## src/rtl/mem_stage.sv

```systemverilog
// Memory-access pipeline stage: EX->MEM register, req/gnt/rvalid data-memory master,
// load-data alignment/extension and the stall/valid handshake toward EX and WB.
module mem_stage (
  input  logic        clk_i,
  input  logic        rst_i,
  input  logic        valid_ex_i,
  input  logic [4:0]  rd_addr_ex_i,
  input  logic [31:0] alu_result_ex_i,
  input  logic [31:0] mem_wdata_ex_i,
  input  logic        mem_req_ex_i,
  input  logic        mem_we_ex_i,
  input  logic [1:0]  mem_data_type_ex_i,
  input  logic        mem_sign_extend_ex_i,
  input  logic        reg_alu_wen_ex_i,
  input  logic        reg_mem_wen_ex_i,
  output logic        stall_mem_o,
  output logic        dmem_req_o,
  input  logic        dmem_gnt_i,
  output logic [31:0] dmem_addr_o,
  output logic        dmem_we_o,
  output logic [3:0]  dmem_be_o,
  output logic [31:0] dmem_wdata_o,
  input  logic        dmem_rvalid_i,
  input  logic [31:0] dmem_rdata_i,
  output logic [4:0]  rd_addr_mem_o,
  output logic [31:0] alu_result_mem_o,
  output logic [31:0] mem_rdata_mem_o,
  output logic        reg_alu_wen_mem_o,
  output logic        reg_mem_wen_mem_o,
  output logic        valid_mem_o,
  output logic        misaligned_mem_o
);

  localparam logic [1:0] BYTE      = 2'b00;
  localparam logic [1:0] HALF_WORD = 2'b01;
  localparam logic [1:0] WORD      = 2'b10;

  localparam logic [1:0] StIdle       = 2'd0;
  localparam logic [1:0] StWaitGnt    = 2'd1;
  localparam logic [1:0] StWaitRvalid = 2'd2;

  logic        valid_q;
  logic [4:0]  rd_addr_q;
  logic [31:0] alu_result_q;
  logic [31:0] wdata_q;
  logic        mem_req_q;
  logic        mem_we_q;
  logic [1:0]  data_type_q;
  logic        sign_ext_q;
  logic        reg_alu_wen_q;
  logic        reg_mem_wen_q;
  logic [1:0]  state_q, state_d;

  logic [1:0]  off;
  logic        mis;
  logic        memop;
  logic        rsp_done;
  logic        stall;
  logic        req;
  logic        valid;
  logic        kill;
  logic        run;
  logic [3:0]  be;
  logic [31:0] wdata_rep;
  logic [31:0] rdata_shift;
  logic [31:0] rdata_ext;

  assign off      = alu_result_q[1:0];
  assign mis      = ((data_type_q == HALF_WORD) && off[0]) || ((data_type_q == WORD) && (off != 2'b00));
  assign memop    = valid_q & mem_req_q & ~mis;
  assign rsp_done = (state_q == StWaitRvalid) & dmem_rvalid_i;
  assign stall    = memop & ~rsp_done;
  assign req      = ((state_q == StIdle) & memop) | (state_q == StWaitGnt);
  assign valid    = valid_q & (~mem_req_q | mis | rsp_done);
  assign kill     = valid_q & mem_req_q & mis;

  always_comb begin
    state_d = state_q;
    case (state_q)
      StIdle:       if (req && dmem_gnt_i) state_d = StWaitRvalid;
                    else if (req)          state_d = StWaitGnt;
      StWaitGnt:    if (dmem_gnt_i)        state_d = StWaitRvalid;
      StWaitRvalid: if (dmem_rvalid_i)     state_d = StIdle;
      default:                             state_d = StIdle;
    endcase
  end

  always_ff @(posedge clk_i) begin
    if (rst_i) begin
      valid_q       <= 1'b0;
      rd_addr_q     <= '0;
      alu_result_q  <= '0;
      wdata_q       <= '0;
      mem_req_q     <= 1'b0;
      mem_we_q      <= 1'b0;
      data_type_q   <= BYTE;
      sign_ext_q    <= 1'b0;
      reg_alu_wen_q <= 1'b0;
      reg_mem_wen_q <= 1'b0;
      state_q       <= StIdle;
    end else begin
      if (!stall) begin
        valid_q       <= valid_ex_i;
        rd_addr_q     <= rd_addr_ex_i;
        alu_result_q  <= alu_result_ex_i;
        wdata_q       <= mem_wdata_ex_i;
        mem_req_q     <= mem_req_ex_i;
        mem_we_q      <= mem_we_ex_i;
        data_type_q   <= mem_data_type_ex_i;
        sign_ext_q    <= mem_sign_extend_ex_i;
        reg_alu_wen_q <= reg_alu_wen_ex_i;
        reg_mem_wen_q <= reg_mem_wen_ex_i;
      end
      state_q <= state_d;
    end
  end

  always_comb begin
    case (data_type_q)
      BYTE:      begin be = 4'b0001 << off; wdata_rep = {4{wdata_q[7:0]}};  end
      HALF_WORD: begin be = 4'b0011 << off; wdata_rep = {2{wdata_q[15:0]}}; end
      default:   begin be = 4'b1111;        wdata_rep = wdata_q;            end
    endcase
  end

  assign rdata_shift = dmem_rdata_i >> {off, 3'b000};

  always_comb begin
    case (data_type_q)
      BYTE:      rdata_ext = {{24{sign_ext_q & rdata_shift[7]}}, rdata_shift[7:0]};
      HALF_WORD: rdata_ext = {{16{sign_ext_q & rdata_shift[15]}}, rdata_shift[15:0]};
      default:   rdata_ext = rdata_shift;
    endcase
  end

  // Outputs are forced to zero while reset is asserted, since the register only clears at the edge.
  assign run = ~rst_i;

  assign stall_mem_o       = run & stall;
  assign dmem_req_o        = run & req;
  assign dmem_addr_o       = (run & req) ? {alu_result_q[31:2], 2'b00} : '0;
  assign dmem_we_o         = run & req & mem_we_q;
  assign dmem_be_o         = (run & req) ? be : '0;
  assign dmem_wdata_o      = (run & req) ? wdata_rep : '0;
  assign rd_addr_mem_o     = run ? rd_addr_q : '0;
  assign alu_result_mem_o  = run ? alu_result_q : '0;
  assign mem_rdata_mem_o   = (run & valid) ? rdata_ext : '0;
  assign reg_alu_wen_mem_o = run & reg_alu_wen_q & ~kill;
  assign reg_mem_wen_mem_o = run & reg_mem_wen_q & ~kill;
  assign valid_mem_o       = run & valid;
  assign misaligned_mem_o  = run & kill;

endmodule

```

## config.mk

```make
export PLATFORM = sky130hd
export DESIGN_NAME = mem_stage
export DESIGN_NICKNAME = d
export VERILOG_FILES = /design/src/rtl/mem_stage.sv
export SDC_FILE = /design/constraint.sdc
export NUM_CORES = 1
export LEC_CHECK = 0
export BUFFER_PORTS_ARGS = -buffer_cell sky130_fd_sc_hd__buf_2
export CORE_UTILIZATION = 35
export DETAILED_ROUTE_END_ITERATION = 7
export GPL_TIMING_DRIVEN = 0
export PLACE_DENSITY = 0.61
export SYNTH_ARGS = -nofsm -noshare
export SYNTH_HDL_FRONTEND = slang
export SYNTH_SLANG_ARGS = --single-unit
```

## constraint.sdc

```tcl
create_clock -name clk_i -period 1.9 [get_ports clk_i]
set_input_delay 0.285 -clock clk_i [delete_from_list [all_inputs] [get_ports clk_i]]
set_output_delay 0.285 -clock clk_i [all_outputs]
set_load 0.1 [all_outputs]
```

; After elaboration in Yosys (flattened, before gate mapping)
; Cells that the tools add are included.
[totals]
out_inout_bits = 144
input_bits = 113
reg_bits = 79
wordCells = 69
[classes]
n_shift = 3
bitwise_logic = 26
n_eq_ne = 7
reduce_logical = 8
muxes = 14
[op_table]
columns = operator, n
row1 = $mux W32, 4
row2 = $pmux W32 S2, 2
row3 = $shr A32 B5 Y32, 1
row4 = $and A1 B1 Y1, 18
row5 = $mux W2, 4
row6 = $pmux W4 S2, 1
row7 = $pmux W2 S3, 1
row8 = $mux W5, 1
row9 = $not A1 Y1, 5
row10 = $eq A2 B1 Y1 const B, 2
row11 = $eq A2 B2 Y1 const B, 2
row12 = $logic_not A2 Y1, 2
row13 = $mux W4, 1
row14 = $ne A2 B2 Y1 const B, 2
row15 = $shl A1 B2 Y4 const A, 1
row16 = $shl A2 B2 Y4 const A, 1
row17 = $logic_and A1 B1 Y1, 3
row18 = $ne A3 B2 Y1 const B, 1
row19 = $or A1 B1 Y1, 3
row20 = $reduce_and A3 Y1, 1
row21 = $reduce_bool A2 Y1, 1
row22 = $logic_or A1 B1 Y1, 1

; Depth between registers and ports, before layout
; Gate-level depths: netlist of run 1.
[depth]
ltp_word = 10
ltp_mapped = 7
ltp_nobuf = 5

; Worst setup path after synthesis of run 1
; No wires, ideal clock.
[synth_path]
path_kind = register to output
startpoint = register data_type_q[0]
endpoint = output mem_rdata_mem_o[0]
slack_ns = -1.677
path_buffers = 1
arrival_time_ns = 3.292
stages_incl_launch_ff = 6
cell_sequence = dfxtp_1 > buf_4 > nand2b_1 > o2111ai_1 > nand2_1 > a211oi_1
[synth_between]
elab_chain_cells = 8
word_cells_on_any_way = 10
classes_between = 2 x eq/ne / 1 x mux / 4 x bitwise / 3 x reduce/logical
[synth_lines]
columns = element, line
row1 = "start, declared", 48  ; logic [1:0] data_type_q;
row2 = "start signal, assigned", 109  ; data_type_q <= mem_data_type_ex_i;
row3 = $eq A2 B1 Y1 or $eq A2 B2 Y1 (tied branches), 69  ; assign mis = ((data_type_q == HALF_WORD) && off[0]) || ((data_type_q == WORD) && (off != 2'b00));
row4 = $logic_and A1 B1 Y1, 69
row5 = $logic_or A1 B1 Y1 (*), 69
row6 = $or A1 B1 Y1 (*) (2 in a row), 74  ; assign valid = valid_q & (~mem_req_q | mis | rsp_done);
row7 = $and A1 B1 Y1 (*), 74
row8 = $and A1 B1 Y1 (*), 147  ; assign mem_rdata_mem_o = (run & valid) ? rdata_ext : '0;
row9 = $mux W32 (*), 147
row10 = "end, declared", 27  ; output logic [31:0] mem_rdata_mem_o,
; Every way passes the cells marked *; elsewhere a longest branch is shown, timed or not.

; Worst setup path in the final report of run 1
[layout_path]
startpoint = register data_type_q[1]
endpoint = output dmem_addr_o[29]
[layout_between]
elab_chain_cells = 9
word_cells_on_any_way = 11
classes_between = 2 x eq/ne / 1 x mux / 5 x bitwise / 3 x reduce/logical
[layout_lines]
columns = element, line
row1 = $eq A2 B1 Y1 or $eq A2 B2 Y1 (tied branches), 69
row2 = $logic_and A1 B1 Y1, 69
row3 = $logic_or A1 B1 Y1 (*), 69
row4 = $not A1 Y1 (*), 70  ; assign memop = valid_q & mem_req_q & ~mis;
row5 = $and A1 B1 Y1 (*), 70
row6 = $and A1 B1 Y1 (*), 73  ; assign req = ((state_q == StIdle) & memop) | (state_q == StWaitGnt);
row7 = $or A1 B1 Y1 (*), 73
row8 = $and A1 B1 Y1 (*), 141  ; assign dmem_addr_o = (run & req) ? {alu_result_q[31:2], 2'b00} : '0;
row9 = $mux W32 (*), 141
row10 = "end, declared", 19  ; output logic [31:0] dmem_addr_o,
; Marks and branches as above.

==> results of run 1 <==
## critical path, delay by kind of cell, from the launching register on
family | cells | cell delay (ns)
flip-flops | 1 | 0.36
AND/OR/NAND/NOR | 2 | 0.24
buffers and inverters | 5 | 0.61
AO/OA/AOI/OAI | 2 | 0.59
## state kept, by name (all words and copies together) (netlist names)
signal,flops
sign_ext_q,1
mem_req_q,1
valid_q,1
data_type_q,2
alu_result_q,32
rd_addr_q,5
reg_alu_wen_q,1
state_q,2
mem_we_q,1
wdata_q,32
reg_mem_wen_q,1
## cells in the final DEF, fill, tap and decap left out, drive strengths merged, types with 2 or more instances in the layout
| cell | Yosys | routed |
|---|---|---|
| a211oi | 9 | 9 |
| a21oi | 50 | 50 |
| a31oi | 2 | 2 |
| and2 | 41 | 41 |
| buf | 26 | 318 |
| clkbuf | 26 | 43 |
| clkinv | 0 | 4 |
| clkinvlp | 0 | 2 |
| conb | 1 | 2 |
| dfxtp | 79 | 79 |
| diode | 0 | 2 |
| inv | 7 | 6 |
| mux2 | 45 | 45 |
| mux2i | 70 | 70 |
| nand2 | 19 | 19 |
| nand2b | 80 | 80 |
| nand3 | 2 | 2 |
| nand3b | 2 | 2 |
| nor2 | 66 | 66 |
| nor2b | 78 | 78 |
| nor3 | 2 | 2 |
| o2111ai | 3 | 3 |
| o21ai | 3 | 3 |
## where the power goes
group | switching [mW] | total, mW | internal, mW
clock network | 0.745 | 1.81 | 1.06
registers | 0.0814 | 1.84 | 1.76
logic | 1.18 | 1.88 | 0.703
## per-layer routing
metal,part of all wire [%],vias up,track usage [%]
li1,-,2668,-
met1,39,2669,29.32
met2,51,236,48.84
met3,7.5,38,7.841
met4,2.4,0,8.155
met5,0,-,0
## timing repair
item,in CTS,in global routing
gates cloned,3,1
resized for setup,470,49
setup buffers,33,13
pin swaps,5,13
setup endpoints to repair,135,201
## cell type report
cell class                 count  area [um^2]  area share [%]
multi-input combinational    482         4105           40.48
antenna                        2        5.005         0.04935
clock inverter                 6        66.31          0.6538
inverter                       7        46.29          0.4565
timing repair buffer         304         3460           34.11
sequential                    79         1592           15.69
clock buffer                  10        239.0           2.356
tap                          180        225.2           2.221
buffer                        47        404.1           3.985
## final timing paths
path,from,cells past startpoint,end
worst min register to register,wdata_q[27]$_SDFFE_PP0P_,2,wdata_q[27]$_SDFFE_PP0P_
worst max register to register,data_type_q[1]$_SDFFE_PP0P_,8,rd_addr_q[4]$_SDFFE_PP0P_
worst min-delay path,dmem_gnt_i,2,state_q[0]$_SDFFE_PP0P_
worst max-delay path,data_type_q[1]$_SDFFE_PP0P_,9,dmem_addr_o[29]
## metrics by stage
step           setup TNS, ns  instance area, um^2
6_report              -48.53                10140
5_1_grt               -55.09                10140
4_1_cts               -49.95                 9879
3_5_place_dp          -53.03                 7502
3_3_place_gp          -50.65                 7502
2_1_floorplan         -46.18                 6006
## cells by family (layout without fill, tap and decap cells)
kind of cell           Yosys count  count (layout)  synth area share [%]
AO/OA/AOI/OAI                   71              71                 7.942
other                            1               4               0.07324
AND/OR/NAND/NOR                294             294                 31.99
flip-flops                      79              79                 30.89
multiplexers                   115             115                 23.58
buffers and inverters           59             374                 5.523
==> flow_summary_export.csv, run 1 <==
group,metric,value,unit
run_status,outcome,"finished with violations",
run_status,failed_checks,"negative setup slack",
cts,cts_tree,"built",
synth,yosys_warnings,0,
cts,clock-root-buffer,"clkbuf_16",
synth,syn_area_per_cell,8.271,um^2
global_routing,grt_pass1_vias,5849,
sta,whs,0.1259,ns
sta,setup_violations,105,
synth,syn_inst,619,
drt,vias_per_cell,5.023,
placement,placed_cells,1054,
synth,synth_area_leaders,"dfxtp_1, mux2i_1, nand2b_1, nor2b_1, mux2_2",
sta,hold_viol_final,0,
floorplan,core-area,0.01410,mm^2
drt,drt-initial-drc-count,254,
pwr,total_power,5.535,mW
sta,clock.fmax,0.4118,GHz
pwr,p_leak,4.085,nW
cts,clk_pin_slew_worst_paths,0.06,ns
final_layout,drive_gt1_share,57.11,%
floorplan,dieWidth,122.9,um
synth,synthesis.area,0.005120,mm^2
synth,ys_seq_area_share,30.89,%
sta,tightest_slew,0.5913,ns
cts,cts_hold_buf,0,
synth,yosysMostFrequentCell,"nand2b_1",
sta,fin_ws,-0.5285,ns
synth,synth_top_area_cell,"dfxtp_1",
synth,ys_ff_latch,79,
global_routing,grt_max_degree,20,
setup_path,end_kind,"output port",
hold_path,worstHoldPathType,"in2reg",
cts,clkSinkCount,79,
placement,portBuffers,254,
setup_path,cp.arrival,2.14,ns
synth,synth_top_area_share,30.89,%
floorplan,initial_core_util,36.32,%
pwr,irDropWorstVdd,0.4515,mV
synth,synth_common_cells,"nand2b_1, dfxtp_1, nor2b_1",
floorplan,ios,257,
cts,clk_latency,0.34,ns
drt,ant_nets,0,
placement,dpl.hpwl,13.72,mm
sta,slew_headroom,60.58,%
sta,rsz0062_at_grt,"yes",
placement,pre_cts_slack,-0.7504,ns
sta,period_needed,2.429,ns
cts,clock_path_buffers,2,
cts,numCtsBuffers,9,
floorplan,rows,43,
setup_path,cp-start-kind,"flop",
final_layout,fin_nets,1043,
setup_path,max_stage_delay,0.44,ns
synth,synth_edf_count,0,
drt,num_vias,5611,
drt,drtPass1Iterations,4,
setup_path,cp_max_fo,6,
sta,finalCritPeriodShare,127.8,%
flow_run,cap_violations,0,
setup_path,cp.required,1.62,ns
placement,routabilityCongestion,0.8304,
setup_path,cp_common_cell,"buf_12",
final_layout,instances_no_fill,1117,
final_layout,utilization,71.95,%
setup_path,path_class,"reg2out",
final_layout,area_growth,98.09,%
cts,htreeDepth,3,
drt,drc,0,
floorplan,die_h,122.9,um
sta,maxSlewViolCount,0,
global_routing,grtUsageTotal,26.63,%
drt,wire_per_inst,18.42,um
final_layout,fillers,1018,
global_routing,gr-total-overflow,0,
pwr,p_per_area,545.7,mW/mm^2
synth,ys_async_sr_fraction,0,%
synth,yosys.cell_types.count,35,
drt,wl,20.57,mm
setup_path,slowest_stage,"a211o_4",
sta,skew,0.01290,ns
setup_path,worstPathCellList,"buf_6 > nand2b_4 > o2111ai_4 > a211o_4 > clkinv_8 > buf_12 > buf_8 > and2_4 > buf_12",
global_routing,antenna_found_initial,2,
global_routing,grt_pass1_wl,30.52,mm
synth,synth_top_flop_cell,"dfxtp_1",
floorplan,fp.dieArea,0.01512,mm^2
setup_path,r2r_slack,0.05,ns
(Power assumes the default switching activity.)
==> inputs of run 2 (changes only) <==
- CORE_MARGIN: unset -> 4
==> run 2 against run 1 <==
Clock-buffer cell count up 2; core utilization down 0.12 points; largest cell class unchanged; critical endpoint is now dmem_wdata_o[26]; cell area down 0.17%; die area up 10%; flip-flop and latch count unchanged; the run still ends with negative setup slack left; total power down 2.8%; sequential share of layout area up 0.052 points.
==> flow_summary_export.csv, run 2 (same netlist as run 1, synthesis figures left out) <==
group,metric,value,unit
setup_path,max_stage_delay,0.40,ns
sta,period_needed,2.403,ns
floorplan,dieWidth,128.9,um
setup_path,cp_max_fo,5,
sta,rsz0062_at_grt,"yes",
sta,slew_headroom,59.79,%
run_status,failed_checks,"negative setup slack",
final_layout,final_common_cell,"buf_2",
global_routing,gr-total-overflow,0,
sta,fin_ws,-0.5031,ns
drt,drt-initial-drc-count,335,
cts,clock-root-buffer,"clkbuf_16",
placement,pre_cts_slack,-0.7475,ns
global_routing,grtUsageTotal,25.76,%
cts,numCtsBuffers,9,
run_status,outcome,"finished with violations",
cts,clkSinkCount,79,
drt,wl,21.62,mm
floorplan,initial_core_util,36.32,%
final_layout,fin_nets,1042,
floorplan,ios,257,
sta,maxSlewViolCount,0,
cts,clk_latency,0.34,ns
sta,hold_viol_final,0,
setup_path,cp.arrival,2.12,ns
setup_path,worst-r2r-cell-count,7,
global_routing,grt_max_degree,14,
flow_run,cap_violations,0,
final_layout,reg_top3,"alu_result_q: 32 flops, wdata_q: 32 flops, rd_addr_q: 5 flops",
setup_path,r2r-start,"data_type_q[0]$_SDFFE_PP0P_",
pwr,irDropWorstVdd,0.5336,mV
setup_path,r2r_slack,0.12,ns
drt,vias_per_cell,5.085,
placement,portBuffers,254,
cts,cts_tree,"built",
setup_path,endpoint,"dmem_wdata_o[26]",
setup_path,path_buf_inv,4,
drt,ant_nets,0,
cts,clock_path_buffers,2,
setup_path,path_delay_family,"buffers and inverters",
drt,num_vias,5670,
placement,dpl.hpwl,14.51,mm
placement,placed_cells,1054,
setup_path,cp.required,1.62,ns
setup_path,crit_cells,8,
final_layout,area_growth,97.75,%
final_layout,instances_no_fill,1115,
global_routing,grt_pass1_wl,33.50,mm
drt,wire_per_inst,19.39,um
sta,finalCritPeriodShare,126.5,%
final_layout,final_cell_mix,"buf_2, buf_12, nand2b_1",
floorplan,core-area,0.01410,mm^2
final_layout,fillers,1015,
sta,setup_violations,104,
setup_path,cp_common_cell,"buf_12",
drt,drtPass1Iterations,5,
cts,htreeDepth,3,
pwr,p_leak,4.064,nW
setup_path,worstPathCellList,"nand3b_1 > o2111ai_2 > a211o_4 > buf_12 > buf_16 > buf_12 > nor2_4 > buf_12",
pwr,p_per_area,531.6,mW/mm^2
setup_path,path_class,"reg2out",
global_routing,grt_pass1_vias,6085,
floorplan,fp.dieArea,0.01663,mm^2
hold_path,worstHoldPathType,"in2reg",
final_layout,drive_gt1_share,57.60,%
global_routing,antenna_found_initial,3,
cts,clk_pin_slew_worst_paths,0.06,ns
sta,clock.fmax,0.4161,GHz
floorplan,die_h,128.9,um
sta,whs,0.1223,ns
setup_path,slowest_stage,"a211o_4",
setup_path,critical_path.startpoint,"data_type_q[1]$_SDFFE_PP0P_",
placement,routabilityCongestion,0.8747,
sta,tightest_slew,0.6032,ns
sta,skew,0.007495,ns
setup_path,end_kind,"output port",
sta,fin_setup_tns,-41.77,ns
setup_path,r2r-end,"alu_result_q[9]$_SDFFE_PP0P_",
setup_path,cp-start-kind,"flop",
floorplan,rows,43,
drt,drc,0,
[run 2: cell types whose count changed in the layout (fill, tap and decap cells not counted), moves of 5 or more]
cell      change
buf_4        -16
clkbuf_4     +11
buf_2        +10
buf_12        +7
buf_8         -6
buf_6         -5
[run 2: where the power goes]
part	total, mW	switching (mW)	internal, mW	leakage (nW)
clock	1.64	0.717	0.927	0.133
combinational	1.89	1.19	0.702	3.27
sequential	1.84	0.0819	1.76	0.660
total	5.38	1.99	3.39	4.06
[run 2: per-stage QoR]
stage / power (mW) / utilization, % / instance area (um^2)
2_1_floorplan: 3.087 / - / 6006
3_3_place_gp: 3.424 / 53.22 / 7502
3_5_place_dp: 3.448 / 53.22 / 7502
4_1_cts: 5.374 / 70.30 / 9910
5_1_grt: 5.614 / 71.83 / 10120
6_report: 5.382 / 71.83 / 10120
[run 2: timing repair]
item	in CTS	in global routing
resized for setup	485	56
endpoints found under the setup margin	135	199
pin swaps	20	7
cloned	4	3
hold buffers	0	0
buffers inserted	32	13
[run 2: area by class of cell]
class / count / area [um^2] / share of cell area [%]
Antenna cell: 1 / 2.502 / 0.02472
Buffer: 49 / 432.9 / 4.276
Clock buffer: 12 / 246.5 / 2.435
Clock inverter: 4 / 30.03 / 0.2966
Inverter: 7 / 50.05 / 0.4943
Multi-Input combinational cell: 482 / 4131 / 40.81
Sequential cell: 79 / 1594 / 15.74
Tap cell: 180 / 225.2 / 2.224
Timing Repair Buffer: 300 / 3403 / 33.61
Timing Repair inverter: 1 / 8.758 / 0.08651
[run 2: metal layers]
layer / vias to the layer above / global-route usage (%) / routed length (um)
met2: 258 / 45.00 / 10870
met4: 4 / 8.647 / 501
met3: 40 / 8.053 / 1819
li1: 2665 / - / -
met1: 2703 / 29.84 / 8398
met5: - / 0 / 25
[run 2: worst min path at each step]
| stage | from | slack, ns | cells past startpoint | to |
|---|---|---|---|---|
| after CTS | dmem_gnt_i | 0.10 | 2 | state_q[0]$_SDFFE_PP0P_ |
| after global placement | reg_alu_wen_q$_SDFFE_PP0P_ | 0.46 | 2 | reg_alu_wen_q$_SDFFE_PP0P_ |
| after detailed placement | wdata_q[28]$_SDFFE_PP0P_ | 0.47 | 2 | wdata_q[28]$_SDFFE_PP0P_ |
| after global routing | dmem_gnt_i | 0.11 | 2 | state_q[0]$_SDFFE_PP0P_ |
| after floorplan | dmem_gnt_i | 0.36 | 1 | state_q[0]$_SDFFE_PP0P_ |
| final | dmem_gnt_i | 0.12 | 2 | state_q[0]$_SDFFE_PP0P_ |
==> inputs of run 3 (changes only) <==
- CORE_ASPECT_RATIO: unset -> 0.9
==> run 3 against run 2 <==
The run still ends with negative setup slack left; hold slack better by 0.0012 ns; register-to-register slack worse by 0.04 ns; clock-buffer cell count unchanged; critical path type unchanged; flip-flop and latch count unchanged.
==> flow_summary_export.csv, run 3 (same netlist as run 1, synthesis figures left out) <==
group,metric,value,unit
global_routing,grt_pass1_wl,32.24,mm
floorplan,die_h,122.7,um
cts,cts_tree,"built",
setup_path,r2r_slack,0.08,ns
cts,clock-root-buffer,"clkbuf_16",
sta,slew_headroom,58.85,%
hold_path,min_path_cells,2,
global_routing,grtUsageTotal,24.72,%
global_routing,antenna_found_initial,1,
drt,wl,21.57,mm
final_layout,reg_top3,"alu_result_q: 32 flops, wdata_q: 32 flops, rd_addr_q: 5 flops",
drt,wire_per_inst,19.24,um
sta,clock.fmax,0.4099,GHz
placement,dpl.hpwl,14.60,mm
sta,maxSlewViolCount,0,
drt,drtPass1Iterations,7,
final_layout,area_growth,99.14,%
floorplan,initial_core_util,36.16,%
setup_path,r2r-end,"alu_result_q[24]$_SDFFE_PP0P_",
flow_run,cap_violations,0,
setup_path,worst-r2r-cell-count,8,
cts,clk_pin_slew_worst_paths,0.06,ns
global_routing,gr-total-overflow,0,
drt,drc,0,
final_layout,fin_nets,1035,
cts,clock_path_buffers,2,
final_layout,final_common_cell,"buf_2",
floorplan,dieWidth,135.5,um
pwr,p_leak,4.069,nW
hold_path,worstHoldEndpoint,"state_q[0]$_SDFFE_PP0P_",
setup_path,path_class,"reg2out",
setup_path,slowest_stage,"a211o_4",
floorplan,fp.dieArea,0.01663,mm^2
setup_path,r2r-start,"data_type_q[1]$_SDFFE_PP0P_",
sta,fin_setup_tns,-45.12,ns
floorplan,ios,257,
cts,clkSinkCount,79,
final_layout,instances_no_fill,1121,
setup_path,cp_common_cell,"buf_12",
final_layout,regArea,0.001594,mm^2
cts,cts_hold_buf,0,
pwr,irDropWorstVdd,0.6754,mV
drt,ant_nets,0,
global_routing,grt_pass1_vias,6008,
global_routing,grt_max_degree,20,
setup_path,cp_max_fo,7,
floorplan,core-area,0.01416,mm^2
pwr,total_power,5.418,mW
final_layout,multi_input_area,0.004164,mm^2
placement,routabilityCongestion,0.8790,
final_layout,drive_gt1_share,57.07,%
hold_path,hold_start,"dmem_gnt_i",
final_layout,fillers,1053,
setup_path,cp.required,1.62,ns
drt,num_vias,5690,
run_status,failed_checks,"negative setup slack",
setup_path,end_kind,"output port",
sta,hold_viol_final,0,
sta,period_needed,2.440,ns
final_layout,final_cell_mix,"buf_2, buf_12, nand2b_1",
cts,clk_latency,0.35,ns
placement,portBuffers,254,
drt,vias_per_cell,5.076,
sta,tightest_slew,0.6173,ns
sta,skew,0.01008,ns
run_status,outcome,"finished with violations",
setup_path,worstPathCellList,"buf_12 > nand2b_4 > o2111ai_4 > a211o_4 > buf_12 > buf_4 > a21oi_4 > buf_12",
final_layout,utilization,72.01,%
pwr,p_per_area,531.4,mW/mm^2
setup_path,cp-start-kind,"flop",
cts,htreeDepth,3,
drt,drt-initial-drc-count,297,
placement,pre_cts_slack,-0.7798,ns
setup_path,cp.arrival,2.15,ns
sta,fin_ws,-0.5395,ns
sta,finalCritPeriodShare,128.4,%
sta,rsz0062_at_grt,"yes",
setup_path,max_stage_delay,0.43,ns
placement,placed_cells,1067,
cts,numCtsBuffers,9,
sta,setup_violations,105,
hold_path,worstHoldPathType,"in2reg",
floorplan,rows,41,
-- run 3: cell count changes in the layout (fill, tap and decap cells not counted), moves of 2 or more --
| cell | delta |
|---|---|
| buf_2 | -8 |
| mux2_4 | +2 |
| clkbuf_8 | +3 |
| buf_6 | -5 |
| mux2_2 | -2 |
| clkbuf_4 | -4 |
| buf_12 | +3 |
| nor2_2 | +3 |
| nor2_1 | -2 |
| buf_4 | +3 |
-- run 3: power by group --
part	switching (mW)	total, mW	leakage (nW)	internal (mW)
Sequential	0.0850	1.85	0.660	1.76
Combinational	1.20	1.92	3.28	0.719
Clock	0.728	1.66	0.133	0.927
-- run 3: critical path, delay by kind of cell, from the launching register on --
family                 cells  cell delay, ns
buffers and inverters      4            0.63
AND/OR/NAND/NOR            1            0.09
flip-flops                 1            0.36
AO/OA/AOI/OAI              3            0.73
-- run 3: how the worst max path moves through the flow --
stage               cells past startpoint                          from                       endpoint
finish                                  8   data_type_q[1]$_SDFFE_PP0P_                dmem_wdata_o[8]
global route                            8   data_type_q[1]$_SDFFE_PP0P_                   dmem_be_o[1]
CTS                                     8  alu_result_q[1]$_SDFFE_PP0P_               dmem_wdata_o[24]
detailed placement                      7   data_type_q[1]$_SDFFE_PP0P_            mem_rdata_mem_o[24]
global placement                        7   data_type_q[1]$_SDFFE_PP0P_            mem_rdata_mem_o[23]
floorplan                               4                         rst_i  alu_result_q[10]$_SDFFE_PP0P_
-- run 3: timing repair --
item	CTS	global route
gates resized for setup	468	70
pin swaps	4	16
endpoints found under the setup margin	135	189
gates cloned	5	2
setup buffers	24	12
endpoints found under the hold margin	0	0
-- run 3: through the flow --
| step | instance area [um^2] | hold slack (ns) |
|---|---|---|
| after detailed placement | 7518 | 0.4645 |
| after global placement | 7518 | 0.4580 |
| after CTS | 9817 | 0.09922 |
| after global routing | 10200 | 0.1116 |
| after floorplan | 6006 | 0.3574 |
| final | 10200 | 0.1236 |
-- run 3: layout make-up --
type / count / share of cell area [%]
timing repair buffer: 294 / 33.51
buffer: 48 / 4.504
antenna: 1 / 0.02454
sequential: 79 / 15.63
clock buffer: 12 / 2.417
tap: 193 / 2.368
inverter: 7 / 0.4050
clock inverter: 4 / 0.2945
multi-input combinational: 483 / 40.84
-- run 3: per-layer routing --
layer / vias up / share of wire (%) / track usage (%)
li1: 2651 / - / -
met1: 2727 / 38 / 28.70
met2: 255 / 51 / 43.87
met3: 57 / 8.2 / 7.336
met4: 0 / 2.8 / 7.746
met5: - / 0 / 0
